==> src/rtl/regfile_wb_arbiter.sv <==
// Purpose: shares the register file's single write port between requester A (ALU) and requester B (load).
// Latency: an entry accepted at edge N drives we during cycle N..N+1 and commits at edge N+1 if it is not blocked.
// Backpressure: x_ready = !flush && (buffer empty || buffer granted this cycle); one write per cycle in total.
// Optional feature: define WB_SCOREBOARD_EN to get busy1/busy2 pending-write lookup; otherwise both busy outputs are 0.
module regfile_wb_arbiter #(
  parameter int DATA_W = 32,
  parameter int ADDR_W = 5
) (
  input  logic              clk,
  input  logic              rst,
  input  logic              flush,
  input  logic              a_valid,
  output logic              a_ready,
  input  logic [ADDR_W-1:0] a_addr,
  input  logic [DATA_W-1:0] a_data,
  input  logic              b_valid,
  output logic              b_ready,
  input  logic [ADDR_W-1:0] b_addr,
  input  logic [DATA_W-1:0] b_data,
  output logic              we,
  output logic [ADDR_W-1:0] waddr,
  output logic [DATA_W-1:0] wdata,
  input  logic [ADDR_W-1:0] raddr1,
  input  logic [ADDR_W-1:0] raddr2,
  output logic              busy1,
  output logic              busy2
);

  // One-entry holding buffers. seq = 1 marks the younger of two buffered entries.
  logic              buf_a_valid;
  logic [ADDR_W-1:0] buf_a_addr;
  logic [DATA_W-1:0] buf_a_data;
  logic              buf_a_seq;
  logic              buf_b_valid;
  logic [ADDR_W-1:0] buf_b_addr;
  logic [DATA_W-1:0] buf_b_data;
  logic              buf_b_seq;
  // Round-robin pointer: 0 prefers A, 1 prefers B.
  logic              rr_ptr;

  logic both_valid;
  logic same_addr;
  logic a_older;
  logic grant_a;
  logic grant_b;
  logic accept_a;
  logic accept_b;
  logic load_a;
  logic load_b;

  assign both_valid = buf_a_valid && buf_b_valid;
  assign same_addr  = (buf_a_addr == buf_b_addr);
  // A is older when it was not marked younger, or when B carries the younger mark.
  assign a_older    = !buf_a_seq || buf_b_seq;

  // Grant selection from buffer contents only; never looks at the incoming handshakes.
  always_comb begin
    grant_a = 1'b0;
    grant_b = 1'b0;
    if (both_valid) begin
      if (same_addr) begin
        // Same destination: the older value goes first so the younger one lands last.
        grant_a = a_older;
        grant_b = !a_older;
      end else begin
        grant_a = !rr_ptr;
        grant_b = rr_ptr;
      end
    end else begin
      grant_a = buf_a_valid;
      grant_b = buf_b_valid;
    end
  end

  // Ready depends only on flush and buffer/grant state, never on the requester's valid.
  assign a_ready  = !flush && (!buf_a_valid || grant_a);
  assign b_ready  = !flush && (!buf_b_valid || grant_b);

  assign accept_a = a_valid && a_ready;
  assign accept_b = b_valid && b_ready;
  // Writes to x0 are accepted but never buffered, so they can never raise we.
  assign load_a   = accept_a && (a_addr != '0);
  assign load_b   = accept_b && (b_addr != '0);

  // Write port mux; an idle port presents zero address and data.
  always_comb begin
    we    = 1'b0;
    waddr = '0;
    wdata = '0;
    if (grant_a) begin
      we    = 1'b1;
      waddr = buf_a_addr;
      wdata = buf_a_data;
    end else if (grant_b) begin
      we    = 1'b1;
      waddr = buf_b_addr;
      wdata = buf_b_data;
    end
  end

  // Buffer A: load on accept (replacing a granted entry), clear on grant or flush.
  always_ff @(posedge clk or negedge rst) begin
    if (!rst) begin
      buf_a_valid <= 1'b0;
      buf_a_addr  <= '0;
      buf_a_data  <= '0;
    end else if (flush) begin
      buf_a_valid <= 1'b0;
    end else if (accept_a) begin
      buf_a_valid <= load_a;
      buf_a_addr  <= a_addr;
      buf_a_data  <= a_data;
    end else if (grant_a) begin
      buf_a_valid <= 1'b0;
    end
  end

  // Buffer B: load on accept (replacing a granted entry), clear on grant or flush.
  always_ff @(posedge clk or negedge rst) begin
    if (!rst) begin
      buf_b_valid <= 1'b0;
      buf_b_addr  <= '0;
      buf_b_data  <= '0;
    end else if (flush) begin
      buf_b_valid <= 1'b0;
    end else if (accept_b) begin
      buf_b_valid <= load_b;
      buf_b_addr  <= b_addr;
      buf_b_data  <= b_data;
    end else if (grant_b) begin
      buf_b_valid <= 1'b0;
    end
  end

  // Age tracking: the most recent load is younger; a same-edge pair treats A as older.
  always_ff @(posedge clk or negedge rst) begin
    if (!rst) begin
      buf_a_seq <= 1'b0;
      buf_b_seq <= 1'b0;
    end else if (flush) begin
      buf_a_seq <= 1'b0;
      buf_b_seq <= 1'b0;
    end else if (load_b) begin
      buf_a_seq <= 1'b0;
      buf_b_seq <= 1'b1;
    end else if (load_a) begin
      buf_a_seq <= 1'b1;
      buf_b_seq <= 1'b0;
    end
  end

  // Round-robin pointer moves only on a true contention decision and points at the loser.
  always_ff @(posedge clk or negedge rst) begin
    if (!rst) begin
      rr_ptr <= 1'b0;
    end else if (flush) begin
      rr_ptr <= 1'b0;
    end else if (both_valid && !same_addr) begin
      rr_ptr <= grant_a;
    end
  end

`ifdef WB_SCOREBOARD_EN
  // A read port is busy when either buffer holds a pending write to that nonzero register.
  assign busy1 = (raddr1 != '0) &&
                 ((buf_a_valid && (buf_a_addr == raddr1)) ||
                  (buf_b_valid && (buf_b_addr == raddr1)));
  assign busy2 = (raddr2 != '0) &&
                 ((buf_a_valid && (buf_a_addr == raddr2)) ||
                  (buf_b_valid && (buf_b_addr == raddr2)));
`else
  // Lookup removed: read addresses are intentionally ignored.
  logic unused_raddr;
  assign unused_raddr = ^{raddr1, raddr2};
  assign busy1 = 1'b0;
  assign busy2 = 1'b0;
`endif

endmodule

==> config.mk <==
export PLATFORM = sky130hd
export DESIGN_NAME = regfile_wb_arbiter
export DESIGN_NICKNAME = d
export VERILOG_FILES = /design/src/rtl/regfile_wb_arbiter.sv
export SDC_FILE = /design/constraint.sdc
export NUM_CORES = 1
export LEC_CHECK = 0
export CORE_UTILIZATION = 49
export DETAILED_ROUTE_END_ITERATION = 8
export PLACE_DENSITY = 0.84
export SLEW_MARGIN = 20
export SYNTH_ARGS = -nofsm -noshare
export SYNTH_HDL_FRONTEND = slang
export SYNTH_SLANG_ARGS = --single-unit
==> constraint.sdc <==
create_clock -name clk -period 3.07 [get_ports clk]
set_input_delay 0.614 -clock clk [delete_from_list [all_inputs] [get_ports clk]]
set_output_delay 0.614 -clock clk [all_outputs]
set_load 0.02 [all_outputs]
==> results.md <==
* Syn Std Cell Area at 3870 um^2
* Crit Path Class: flip-flop to output port
* Syn Area/Cell at 12.0 um^2
* Crit Reg-Reg Endpoint: buf_a_addr[2]
* Worst path depth at 5
* Seq/Total Area, Yosys at 0.511
* Htree depth at 3
* Cell internal pwr at 2000 uW
* Least-Margin Pin Slew at 0.729 ns
* Post-route cell area at 5220 um^2
* Layout cells sized above 1 at 0.327
* Root Buffer: clkbuf_8
* Final Hold Vio Count at 0
* Area contributors post-synth: dfrtp_1 (51%), mux2_2 (22%), mux2i_1 (9.6%), nand2_1 (3.9%), inv_1 (3.8%)
* Num ports at 131
* Combinational power share at 0.241
* DP Area at 5150 um^2
* Buffers & Inverters on Critical Path at 1
* Clock skew at 0.0139 ns
* Filler instances at 603
* RePlAce Congestion at 0.820
* Horiz. Die Dim at 90.8 um
* Fin crit share at 0.956
* Longest Clk Path Bufs at 2
* Setup-failing EPs final at 0
* # rows at 32
* WL final at 8320 um
* Status: completed
* Max FO, Critical Path at 4
* Cts bufs inserted at 9
* Netlist cell types at 32
* Total die area at 8250 um^2
* Max-slew violations at 0
* Min-delay worst type: input pin to asynchronous set/reset pin
* Net Sw Frac at 0.279
* Total track usage at 0.208
* Yosys reg bits at 79
* Port bufs at 118
* Starting Density at 0.503
* PwrDens at 531 nW/um^2
* Initial DRC count at 58
* Max stage delay on crit path at 0.59 ns
* Setup_tns at 0 ns
* Post-layout util at 0.679
* Vias at 2799
* Die Ht at 90.8 um
* Reg2reg setup slack at 0.51 ns
* CTS sink cnt at 79
* Clk pwr share at 0.293
* Synth-to-layout area growth at 35.0%
* Max-cap violations at 0
* Period minus WS final at 2.94 ns
* YS warnings at 0
* # DRC at 0
* Pre-antenna DRT Iters at 5
* Vias per cell at 5.11
* Hold Buf Count CTS at 0
* Top-area cell type share of the netlist area at 0.511
* Global-route wire length before repair at 13600 um
* Worst setup endpoint: a_ready
* Crit path DAT at 2.32 ns
* Total gr overflow at 0
* Placeable Area at 7690 um^2
* Largest net degree at the start of global routing at 80
* Synthesized instance count at 321
* Worst Path Required at 2.46 ns
* Multi-input logic area at 1650 um^2
* Ant. Diodes at 0
* Number of global-route vias before repair at 2962
* Worst VDD drop at 0.000343 V
* Lkg Pwr at 0.00254 uW
* CTS tree: done
* FMAX at 0.341 GHz
* Reg clk slew, reported paths at 0.09 ns
* Nets at 530
* Critical Path Sink Type: output port
* Post-route setup slack at 0.135 ns
* Reg2reg path depth at 5
* Routed Antenna Nets at 0
* Wire per inst at 15.2 um
* CP cell instances: xnor2_1, nand3_1, or4_4, and3_2, dlygate4sd2_1
* Startpoint types: flip-flop
* RSZ-0062 raised after global routing: no
* Top cell type by total area after synthesis: dfrtp_1
* Worst-Skew Late Latency at 0.34 ns
* Cell family with most CP delay: simple AND/OR/NAND/NOR gates
* Critical path's slowest cell: or4_4
* Relative max-transition margin at 0.513
* Pwr Total at 2770 uW
* Pre-CTS setup slack at 0.0816 ns
* Register area at 1980 um^2
* Reg-to-reg startpoint: buf_b_addr[1]
* Critical Path Start: buf_b_addr[1]
* Sequential Power Share at 0.465
* NetSw at 773 uW
* HPWL Detailed at 5600 um
* Initial antenna violation count at 0
[kinds of logic after synthesis]
family | synth area share
muxes | 0.311
DFF | 0.511
buffers and inverters | 0.0705
and+or+nand+nor | 0.0692
AOI/OAI and AO/OA | 0.0233
xor gates and xnor gates | 0.0136
other | 0.000970
[layer usage]
| layer | wire [um] | share of wire | GRT usage | vias up |
|---|---|---|---|---|
| met5 | 0 | 0 | 0 | - |
| met4 | 198 | 0.024 | 0.0939 | 0 |
| met3 | 522 | 0.063 | 0.0530 | 18 |
| met2 | 4200 | 0.51 | 0.363 | 93 |
| met1 | 3400 | 0.41 | 0.241 | 1384 |
| li1 | - | - | - | 1304 |
[power by group through the flow]
stage	Combinational (uW)	Clock (uW)	Sequential, uW
after floorplan	422	0	1290
after global placement	702	0	1300
after detailed placement	720	0	1310
after CTS	687	836	1290
after global routing	724	878	1310
final	669	813	1290
[registers in the layout, summed over array words and instances (netlist names)]
name and flops:
buf_b_valid 1, buf_a_data 32, rr_ptr 1, buf_a_seq 1, buf_b_addr 5, buf_b_data 32
buf_a_addr 5, buf_a_valid 1, buf_b_seq 1
[cell type report]
class                   instances  share of cell area
clock buffers                  12              0.0316
clock inverters                 4             0.00982
well taps                     102              0.0244
repair buffers                125               0.212
inverters                      39              0.0280
flip-flops and latches         79               0.379
multi-input cells             187               0.316
[worst min-delay path by stage]
stage,start,end
finish,rst,buf_b_data[18]
global route,rst,buf_b_data[19]
CTS,rst,buf_b_data[18]
detailed placement,buf_a_data[12],buf_a_data[12]
global placement,buf_a_data[11],buf_a_data[11]
floorplan,rst,buf_a_addr[0]
[cell usage after synthesis, drive strengths merged]
master / number
conb: 1
nor4b: 2
xnor2: 6
inv: 39
and3: 2
or2: 2
o31ai: 1
o21ai: 3
dfrtp: 79
o221a: 1
o2111ai: 1
o21a: 1
nand2: 40
mux2i: 37
a21boi: 1
a211oi: 1
or4: 3
mux2: 74
buf: 13
clkbuf: 4
a21oi: 2
and2: 1
nand2b: 1
nor2: 2
a31oi: 1
o32ai: 1
nand3: 1
nand4: 1
[what timing repair did]
| action | in CTS | in global routing |
|---|---|---|
| endpoints found under the setup margin | 38 | 38 |
| gates resized for setup | 42 | 73 |
| endpoints found under the hold margin | 0 | 0 |
| buffers inserted | 0 | 0 |
[metrics by stage]
stage / hold WS [ns] / instances
3_3_place_gp: 0.488 / 531
5_1_grt: 0.162 / 548
2_1_floorplan: 0.318 / 322
3_5_place_dp: 0.493 / 531
4_1_cts: 0.465 / 547
6_report: 0.150 / 548
[placed cells by master, fill, tap and decap left out, drive strengths merged]
master,n
o21a,1
o21ai,3
o221a,1
nor4b,2
and2,1
mux2,74
a21oi,2
dlymetal6s2s,1
nand3,1
a31oi,1
bufinv,1
nand2b,1
dfrtp,79
clkinv,1
inv,40
buf,8
xnor2,6
mux2i,37
or2,2
dlygate4sd2,1
clkinvlp,1
clkdlybuf4s50,78
o31ai,1
o2111ai,1
clkbuf,49
nand2,40
nand4,1
nor2,2
a21boi,1
or4,3
and3,2
o32ai,1
conb,2
a211oi,1
Power figures use the tool's default switching activity.
